## src/rtl/seq_pkg.sv

```systemverilog
// Shared definitions for the score sequencer and the note player:
// opcodes, FSM states, repeat-stack entry layout and agreed constants.
package seq_pkg;

  localparam logic [3:0] OP_END  = 4'h0;
  localparam logic [3:0] OP_BPM  = 4'h1;
  localparam logic [3:0] OP_REP1 = 4'h2;
  localparam logic [3:0] OP_REP2 = 4'h3;

  localparam logic [11:0] DEFAULT_BPM = 12'd96;
  localparam logic [15:0] REST_WORD   = 16'h8000;

  typedef enum logic [2:0] {
    S_FETCH,
    S_WAIT,
    S_DECODE,
    S_OFFER,
    S_HALT,
    S_FAULT
  } seq_state_t;

  typedef struct packed {
    logic [17:0] addr;
    logic [5:0]  cnt;
  } rep_entry_t;

endpackage

```

## src/rtl/rep_stack.sv

```systemverilog
// LIFO of active repeat loops. Each entry holds the REP2 address that owns
// the loop and the number of extra passes still to play.
module rep_stack
  import seq_pkg::*;
#(
  parameter int DEPTH = 7
) (
  input  logic        clk,
  input  logic        rst,
  input  logic        push,
  input  logic        pop,
  input  logic        dec,
  input  rep_entry_t  push_entry,
  output logic [17:0] top_addr,
  output logic [5:0]  top_cnt,
  output logic        empty,
  output logic        full
);

  localparam int PW = $clog2(DEPTH + 1);
  localparam int IW = (DEPTH > 1) ? $clog2(DEPTH) : 1;
  localparam logic [PW-1:0] DEPTH_P = PW'(DEPTH);

  rep_entry_t    mem [DEPTH];
  logic [PW-1:0] sp;
  logic [IW-1:0] top_idx;
  logic [IW-1:0] wr_idx;

  assign top_idx  = IW'(sp - PW'(1));
  assign wr_idx   = IW'(sp);
  assign empty    = (sp == '0);
  assign full     = (sp == DEPTH_P);
  assign top_addr = mem[top_idx].addr;
  assign top_cnt  = mem[top_idx].cnt;

  // Stack pointer and entry storage; push, pop and decrement are exclusive.
  always_ff @(posedge clk or posedge rst) begin
    if (rst) begin
      sp <= '0;
      for (int i = 0; i < DEPTH; i++) mem[i] <= '0;
    end else if (push) begin
      mem[wr_idx] <= push_entry;
      sp          <= sp + PW'(1);
    end else if (pop) begin
      sp <= sp - PW'(1);
    end else if (dec) begin
      mem[top_idx].cnt <= top_cnt - 6'd1;
    end
  end

endmodule

```

## src/rtl/note_sequencer.sv

```systemverilog
// Score sequencer: fetches words from asynchronous SRAM, runs BPM, repeat
// and end words internally and offers note words to the player.
module note_sequencer #(
  parameter int          READ_WAIT   = 2,
  parameter int          DEPTH       = 7,
  parameter logic [11:0] DEFAULT_BPM = seq_pkg::DEFAULT_BPM
) (
  input  logic        CLK,
  input  logic        RESET,
  output logic [17:0] SRAM_A,
  input  logic [15:0] SRAM_D,
  output logic        NOTE_VALID,
  input  logic        NOTE_READY,
  output logic [15:0] NOTE_INS,
  output logic [11:0] NOTE_BPM,
  output logic        DONE,
  output logic        ERR
);
  import seq_pkg::*;

  localparam logic [7:0] WAIT_LAST = 8'(READ_WAIT - 1);

  seq_state_t  state, state_next;
  logic [17:0] pc, pc_next, pc_inc, target;
  logic [15:0] ir;
  logic [11:0] bpm, hi;
  logic        rep1_pending;
  logic [7:0]  wait_cnt;
  logic        is_note, is_end, is_bpm, is_rep1, is_rep2;
  logic        push, pop, dec, fault, accept, wait_done;
  logic [17:0] top_addr;
  logic [5:0]  top_cnt;
  logic        empty, full;
  rep_entry_t  push_entry;

  assign is_note    = ir[15];
  assign is_end     = (ir[15:12] == OP_END);
  assign is_bpm     = (ir[15:12] == OP_BPM);
  assign is_rep1    = (ir[15:12] == OP_REP1);
  assign is_rep2    = (ir[15:12] == OP_REP2);
  assign pc_inc     = pc + 18'd1;
  assign target     = {hi, ir[11:6]};
  assign wait_done  = (wait_cnt == WAIT_LAST);
  assign accept     = (state == S_OFFER) && NOTE_READY;
  assign push_entry = '{addr: pc, cnt: ir[5:0] - 6'd1};

  rep_stack #(.DEPTH(DEPTH)) u_stack (
    .clk       (CLK),
    .rst       (RESET),
    .push      (push),
    .pop       (pop),
    .dec       (dec),
    .push_entry(push_entry),
    .top_addr  (top_addr),
    .top_cnt   (top_cnt),
    .empty     (empty),
    .full      (full)
  );

  // State register.
  always_ff @(posedge CLK or posedge RESET) begin
    if (RESET) state <= S_FETCH;
    else       state <= state_next;
  end

  // Next-state decision; HALT and FAULT only leave through reset.
  always_comb begin
    state_next = state;
    case (state)
      S_FETCH:  state_next = S_WAIT;
      S_WAIT:   if (wait_done) state_next = S_DECODE;
      S_DECODE: begin
        if (fault)        state_next = S_FAULT;
        else if (is_note) state_next = S_OFFER;
        else if (is_end)  state_next = S_HALT;
        else              state_next = S_FETCH;
      end
      S_OFFER:  if (accept) state_next = S_FETCH;
      default:  state_next = state;
    endcase
  end

  // Control strobes: next pc, stack operations and protocol faults.
  always_comb begin
    push    = 1'b0;
    pop     = 1'b0;
    dec     = 1'b0;
    fault   = 1'b0;
    pc_next = pc;
    if (state == S_DECODE) begin
      if (is_note || is_end) begin
        pc_next = pc;
      end else if (is_bpm || is_rep1) begin
        pc_next = pc_inc;
      end else if (is_rep2) begin
        if (!rep1_pending) begin
          fault = 1'b1;
        end else if (!empty && (top_addr == pc)) begin
          if (top_cnt == 6'd0) begin
            pop     = 1'b1;
            pc_next = pc_inc;
          end else begin
            dec     = 1'b1;
            pc_next = target;
          end
        end else if (ir[5:0] == 6'd0) begin
          pc_next = pc_inc;
        end else if (full) begin
          fault = 1'b1;
        end else begin
          push    = 1'b1;
          pc_next = target;
        end
      end else begin
        fault = 1'b1;
      end
    end else if (accept) begin
      pc_next = pc_inc;
    end
  end

  // Datapath registers: address, instruction latch, BPM, repeat prefix, outputs.
  always_ff @(posedge CLK or posedge RESET) begin
    if (RESET) begin
      pc           <= '0;
      SRAM_A       <= '0;
      wait_cnt     <= '0;
      ir           <= '0;
      bpm          <= DEFAULT_BPM;
      hi           <= '0;
      rep1_pending <= 1'b0;
      NOTE_VALID   <= 1'b0;
      NOTE_INS     <= '0;
      NOTE_BPM     <= DEFAULT_BPM;
      DONE         <= 1'b0;
      ERR          <= 1'b0;
    end else begin
      pc <= pc_next;
      if (state == S_FETCH) begin
        SRAM_A   <= pc;
        wait_cnt <= '0;
      end
      if (state == S_WAIT) begin
        wait_cnt <= wait_cnt + 8'd1;
        if (wait_done) ir <= SRAM_D;
      end
      if (state == S_DECODE) begin
        if (!is_note && is_bpm) bpm <= ir[11:0];
        if (!is_note && is_rep1) begin
          hi           <= ir[11:0];
          rep1_pending <= 1'b1;
        end else begin
          rep1_pending <= 1'b0;
        end
        if (is_note) begin
          NOTE_VALID <= 1'b1;
          NOTE_INS   <= ir;
          NOTE_BPM   <= bpm;
        end
        if (!is_note && is_end) DONE <= 1'b1;
        if (fault) ERR <= 1'b1;
      end
      if (accept) NOTE_VALID <= 1'b0;
    end
  end

endmodule

```

## config.mk

```make
export PLATFORM = sky130hd
export DESIGN_NAME = note_sequencer
export DESIGN_NICKNAME = d
export VERILOG_FILES = /design/src/rtl/seq_pkg.sv /design/src/rtl/rep_stack.sv /design/src/rtl/note_sequencer.sv
export SDC_FILE = /design/constraint.sdc
export NUM_CORES = 1
export LEC_CHECK = 0
export CAP_MARGIN = 5
export CORE_UTILIZATION = 55
export DETAILED_ROUTE_END_ITERATION = 8
export PLACE_DENSITY = 0.81
export SYNTH_ARGS = -nofsm -noshare
export SYNTH_HDL_FRONTEND = slang
export SYNTH_SLANG_ARGS = --single-unit
```

## constraint.sdc

```tcl
create_clock -name CLK -period 9.5 [get_ports CLK]
set_clock_uncertainty 0.1 [all_clocks]
set_input_delay 1.425 -clock CLK [delete_from_list [all_inputs] [get_ports CLK]]
set_output_delay 1.425 -clock CLK [all_outputs]
set_load 0.05 [all_outputs]
```

==> results of run 1 <==
==> critical path: cells and delay by family, from the launching register on <==
family                     cells  cell delay, ns
AOI/OAI and AO/OA              5            1.34
xor gates and xnor gates       1            0.16
adders and majority gates      1            0.94
buffers and inverters          4            1.16
DFF                            1            0.41
and+or+nand+nor                4            1.56
==> final cells by class <==
type | count | area [sq um]
Timing Repair Buffer | 93 | 878
Clock buffer | 45 | 878
Sequential cell | 290 | 7260
Fill cell | 1933 | 9110
Inverter | 36 | 139
Clock inverter | 10 | 119
Multi-Input combinational cell | 842 | 6310
Tap cell | 330 | 413
==> through the flow <==
stage	hold WS [ns]	instance area, sq um	total power [mW]
after global routing	0.397	16000	4.02
after global placement	0.340	15000	2.66
after detailed placement	0.353	15000	2.69
final	0.363	16000	3.89
after floorplan	0.333	14100	2.29
after CTS	0.366	16000	3.88
==> synth_stat cells, types with 9 or more instances <==
cell,n
nand4_1,11
buf_1,9
nor2_1,50
ha_1,10
buf_2,25
nand2_1,122
and3_1,11
mux2_1,35
o2bb2ai_1,20
o21ai_1,14
mux2_2,136
inv_1,35
a22oi_1,22
o221ai_1,11
o22ai_1,10
xor2_1,10
clkbuf_1,54
xnor2_1,20
dfrtp_1,286
a21oi_1,26
a221o_1,22
nand3_1,49
mux2i_1,49
a211oi_1,11
o21ai_0,76
nor3_1,27
==> path summary, 6_finish.rpt <==
kind / slack, ns / cells after the start / to
min: 0.36 / 2 / u_stack.mem[61]
min reg2reg: 0.36 / 2 / u_stack.mem[61]
min in group asynchronous: 1.35 / 3 / u_stack.mem[109]
max reg2reg: 3.65 / 15 / u_stack.mem[125]
max in group asynchronous: 6.52 / 4 / u_stack.mem[29]
max: 3.65 / 15 / u_stack.mem[125]
==> state kept, by name, summed over array words and instances (netlist names), 8 cells and up <==
| register | flops |
|---|---|
| wait_cnt | 8 |
| NOTE_BPM | 12 |
| bpm | 12 |
| u_stack.mem | 168 |
| SRAM_A | 18 |
| pc | 18 |
| NOTE_INS | 16 |
| ir | 16 |
| hi | 12 |
==> power by group through the flow <==
stage / logic, mW / clock network [mW] / registers (mW)
detailed placement: 1.06 / 0 / 1.63
global placement: 1.04 / 0 / 1.61
global route: 1.14 / 1.24 / 1.63
floorplan: 0.566 / 0 / 1.72
finish: 1.08 / 1.19 / 1.62
CTS: 1.07 / 1.20 / 1.61
==> logic make-up after synthesis <==
logic type | count (synthesis) | share of synthesized area, %
xor+xnor | 30 | 1.87
fa+ha+maj | 10 | 0.889
mux | 228 | 18.4
flops | 290 | 51.6
buf+inv | 130 | 3.88
compound gates | 263 | 12.8
simple gates | 311 | 10.5
==> metal layers <==
metal / vias to the layer above / global-route usage (%) / wire (microns)
li1: 4656 / - / -
met1: 5301 / 39.9 / 15100
met2: 550 / 46.2 / 17600
met3: 97 / 6.31 / 3620
met4: 0 / 11.0 / 1320
met5: - / 0 / 0
==> summary.txt, run 1 <==
Finish
  • Commonest non-fill, non-tap cells in the layout: 285 x dfrtp_1, 136 x mux2_2, 122 x nand2_1
  • Commonest non-fill, non-tap cell in the layout: dfrtp_1
  • Fin util: 63.7%
  • Post-Layout Cell Count: 1,646
  • Area delta synth->final: 13.7%
  • Ant. Diodes: 0
  • Fin nets: 1,323
  • Fraction of layout cells with a size suffix above 1: 18.5%

STA
  • Fmax: 171 MHz
  • Setup repair after global routing missed its margin: no
  • Fin crit period: 5.85 ns
  • Total negative slack: 0 ns
  • # setup viols final: 0
  • Final hold vios: 0
  • Worst slew pin tran: 0.994 ns
  • Headroom to the max-slew limit: 33.7%
  • Final WS setup: 3.65 ns
  • Fin crit share: 61.6%
  • Final Max Tran Viols: 0

Routing
  • DR iter-0 viols: 995
  • DR DRC count: 0
  • Via count: 10,600
  • Final wirelength: 37.7 mm
  • First drt pass iteration count: 5
  • Final ANT Viol Nets: 0
  • Vias per cell: 6.44
  • Routed wire length per instance: 22.9 microns

Clocking
  • H-tree level count: 1
  • CTS tree: built
  • CTS hold repair buffers: 0
  • Clk sink count: 290
  • Clock latency on the worst-skew pair: 0.58 ns
  • Clock tree root buffer cell: clkbuf_16
  • Worst-path clk slew: 0.06 ns
  • Setup Buffers After CTS: 0
  • Largest buffer count on any clock path: 3
  • Num CTS Buffers: 31
  • Post-cts resize count: 0

Hold path
  • Hold Crit Class: flip-flop to flip-flop
  • Worst Hold Launch: u_stack.mem[61]

Power
  • Internal power: 2.45 mW
  • Clock share of power: 30.6%
  • NetSw: 1.44 mW
  • Leakage: 7.23 nW
  • IR drop worst, VDD: 0.307 mV
  • Combinational fraction of design power: 27.9%
  • Switching Fraction: 36.9%
  • Sequential share of power: 41.5%
  • Pwr per Cell Area: 243 nW/um^2

Floorplan
  • Io pins: 68
  • Core Rows: 58
  • Core area: 25,100 sq um
  • Vert. Die Dim: 162 microns
  • Die X: 162 microns
  • Die area: 26,200 sq um
  • Initial Utilization: 56.1%

Yosys
  • Unique masters post-synth: 67
  • YS warnings: 0
  • Synth area leaders: dfrtp_1 51%, mux2_2 11%, mux2i_1 3.5%
  • Dominant synthesized flop cell: dfrtp_1
  • Synth async-reset ratio: 100%
  • EDFF count, synth: 0
  • Top cell type by total area after synthesis: dfrtp_1
  • Post-Syn Area: 14,100 sq um
  • Yosys reg bits: 290
  • Cells after Synth: 1,262
  • Area share of the largest cell type after synthesis: 50.8%
  • Syn_area_per_cell: 11.2 sq um
  • Seq/Total Area, Yosys: 51.6%
  • Mapped Nets: 1,291

Worst setup path
  • Cell Chain, Critical Path: inv_2 -> buf_4 -> ha_2 -> buf_4 -> nor2b_1 -> a221o_1 -> o21ai_1 -> xor2_1 -> nand3_1 -> nor4_1 -> and2_1 -> a21oi_2 -> buf_4 -> a21o_1 -> a221o_1
  • Worst R2R Start: u_stack.sp[0]
  • Critical Path Sink Type: flip-flop
  • Crit path from: u_stack.sp[0]
  • CP most frequent cell: buf_4
  • Slowest CP cell: ha_2
  • CP startpoint kind: flip-flop
  • Crit path kind: flip-flop to flip-flop
  • Crit path arrival time: 6.20 ns
  • Crit-path max FO: 44
  • Worst stage delay on the critical path: 0.94 ns
  • Required time of the critical path: 9.84 ns

Outcome
  • Status: finished clean

Job
  • MaxCap Viol Count: 0

Global route
  • GRT Resource Usage Total: 29.3%
  • First-pass GRT wire length: 59.9 mm
  • Vias in the first global route: 10,600
  • Pin count of the biggest net entering global routing: 156
  • Grt ovf: 0
  • Initial antenna violation count: 0

Place
  • Placed cell count: 1,591
  • Final GP Congestion: 0.956
  • Dpl hpwl: 24.1 mm
  • Post-place setup slack: 3.83 ns
  • IO buf count: 67
Note: power is estimated with default switching activity, not from simulation.
==> run 2: changes to the inputs <==
Settings changed: CORE_UTILIZATION 55 to 61, PLACE_DENSITY 0.81 to 0.85.
Clock period 9.5 ns to 5.8 ns, I/O delays scaled along.
==> run 2 against run 1 <==
  * Register-to-register slack got worse by 3.0 ns
  * Cell area hardly changed
  * Power is 63% higher
  * Worst setup slack lost 3.0 ns
  * Clock power increased by 58%
==> summary.txt, run 2 (synthesis results as in run 1) <==
Outcome
  • Status: finished clean

Place
  • Final GP Congestion: 0.963 (+0.82%)
  • Placed inst area: 15,100 sq um (+0.48%)
  • IO buf count: 67 (unchanged)
  • Dpl hpwl: 25.4 mm (+5.1%)

Clocking
  • Setup Buffers After CTS: 0 (unchanged)
  • Num CTS Buffers: 29 (-6.5%)
  • H-tree level count: 1 (unchanged)
  • Largest buffer count on any clock path: 3 (unchanged)
  • Clk sink count: 290 (unchanged)
  • Clock tree root buffer cell: clkbuf_16
  • CTS tree: built
  • CTS hold repair buffers: 0 (unchanged)
  • Post-cts resize count: 0 (unchanged)
  • Worst-path clk slew: 0.06 ns (about the same)
  • Clock latency on the worst-skew pair: 0.56 ns (-0.02 ns)

Worst setup path
  • Crit path arrival time: 5.49 ns (-0.71 ns)
  • Crit path kind: flip-flop to flip-flop
  • Critical Path Sink Type: flip-flop
  • Required time of the critical path: 6.12 ns (-3.72 ns)
  • CP top delay family: simple AND/OR/NAND/NOR gates
  • CP startpoint kind: flip-flop
  • WP buf/inv: 3 (-1)
  • Crit-path max FO: 50 (+14%)
  • Cell Chain, Critical Path: inv_1 -> ha_2 -> buf_12 -> nor2b_1 -> a221oi_1 -> o31ai_1 -> o2111ai_1 -> nor4_4 -> and2_1 -> o211a_1 -> buf_4 -> mux2i_1 -> a22oi_1
  • Worst stage delay on the critical path: 0.74 ns (-0.20 ns)
  • Slowest CP cell: ha_2

Global route
  • GRT Resource Usage Total: 34.5% (+5.2 points)
  • First-pass GRT wire length: 63.3 mm (+5.8%)
  • Vias in the first global route: 11,300 (+6.2%)
  • Grt ovf: 0 (unchanged)
  • Initial antenna violation count: 0 (unchanged)
  • Pin count of the biggest net entering global routing: 119 (-24%)

Routing
  • DR iter-0 viols: 1,104 (+11%)
  • DR DRC count: 0 (unchanged)
  • First drt pass iteration count: 6 (+1)
  • Vias per cell: 6.81 (+5.6%)
  • Routed wire length per instance: 24.5 microns (+6.9%)
  • Final ANT Viol Nets: 0 (unchanged)
  • Final wirelength: 39.3 mm (+4.4%)
  • Via count: 10,900 (+3.1%)

Finish
  • Regs by FF count: u_stack.mem (168), SRAM_A (18), pc (18)
  • Commonest non-fill, non-tap cells in the layout: 285 x dfrtp_1, 136 x mux2_2, 122 x nand2_1
  • Commonest non-fill, non-tap cell in the layout: dfrtp_1
  • Area delta synth->final: 13.7% (about the same)
  • Fraction of layout cells with a size suffix above 1: 18.9% (+0.45 points)
  • Largest Register: u_stack.mem
  • Fin nets: 1,331 (+0.60%)
  • Ant. Diodes: 0 (unchanged)
  • Max reg flops: 168 (unchanged)
  • Final instance area: 16,000 sq um (about the same)

STA
  • Worst slew pin tran: 1.09 ns (+0.0933 ns)
  • Fmax: 193 MHz (+13%)
  • Fin crit period: 5.18 ns (-0.676 ns)
  • Total negative slack: 0 ns (unchanged)
  • Final Max Tran Viols: 0 (unchanged)
  • Fin crit share: 89.2% (+28 points)
  • Headroom to the max-slew limit: 27.5% (-6.3 points)
  • Setup repair after global routing missed its margin: no
  • # setup viols final: 0 (unchanged)
  • Final hold vios: 0 (unchanged)

Power
  • Leakage: 7.27 nW (+0.48%)
  • IR drop worst, VDD: 0.483 mV (+57%)
  • Pwr per Cell Area: 396 nW/um^2 (+63%)

Job
  • MaxCap Viol Count: 0 (unchanged)

Floorplan
  • Die X: 154 microns (-5.0%)
  • Core Rows: 55 (-5.2%)
  • Vert. Die Dim: 154 microns (-5.0%)
  • Core area: 22,600 sq um (-9.8%)
  • Initial Utilization: 62.2% (+6.1 points)
  • Die area: 23,700 sq um (-9.7%)
  • Io pins: 68 (unchanged)

Hold path
  • Hold Crit Class: flip-flop to flip-flop
run 2: cell types whose count changed in the layout (fill, tap and decap cells not counted):
cell,delta
bufinv_16,+1
buf_4,+6
clkbuf_8,-2
clkinv_2,-1
nor2_2,+1
inv_6,+1
clkbuf_16,-2
inv_16,-1
buf_12,+4
nor2_1,-1
run 2: routing by layer:
metal  track usage (%)  routed length [microns]  up-vias
met1              45.8                    15400     5463
met4              16.2                     1610        0
met5                 0                        0        -
met2              54.7                    18400      672
met3              7.30                     3870      142
li1                  -                        -     4660
run 2: path summary, 6_finish.rpt:
path                               endpoint  slack [ns]           from  cells past startpoint
max in group asynchronous            hi[10]        3.57          RESET                      3
setup reg to reg                      pc[3]        0.62  u_stack.sp[1]                     13
setup / recovery                      pc[3]        0.62  u_stack.sp[1]                     13
min in group asynchronous  u_stack.mem[158]        0.69          RESET                      2
hold reg to reg                        DONE        0.36           DONE                      1
hold / removal                         DONE        0.36           DONE                      1
run 2: power breakdown:
group          total [mW]  switching (mW)  internal (mW)
clock                1.88           0.791           1.09
sequential           2.65           0.371           2.28
combinational        1.81            1.19          0.614
total                6.34            2.35           3.98
run 2: through the flow:
| stage | hold WS (ns) | std cells | utilization (%) | setup WS, ns | power, mW |
|---|---|---|---|---|---|
| after CTS | 0.364 | 1607 | 70.7 | 0.775 | 6.29 |
| after floorplan | 0.333 | 1262 | - | 0.878 | 3.74 |
| after detailed placement | 0.344 | 1556 | 66.6 | 0.792 | 4.41 |
| after global routing | 0.392 | 1607 | 70.7 | 0.387 | 6.55 |
| after global placement | 0.339 | 1556 | 66.6 | 0.848 | 4.36 |
| final | 0.363 | 1607 | 70.7 | 0.625 | 6.34 |
run 2: area by class of cell:
class / count / area (sq um)
inverter: 36 / 139
timing repair buffer: 103 / 1000
clock buffer: 41 / 801
clock inverter: 10 / 133
tap: 285 / 357
fill: 1482 / 6630
sequential: 290 / 7260
multi-input combinational: 842 / 6310
run 2: worst register-to-register path: stages, from the launching register on:
cell and delay [ns]:
dfrtp_1 0.50, inv_1 0.17, ha_2 0.74, buf_12 0.33, nor2b_1 0.66, a221oi_1 0.20
o31ai_1 0.35, o2111ai_1 0.23, nor4_4 0.28, and2_1 0.43, o211a_1 0.23, buf_4 0.40
mux2i_1 0.31, a22oi_1 0.11
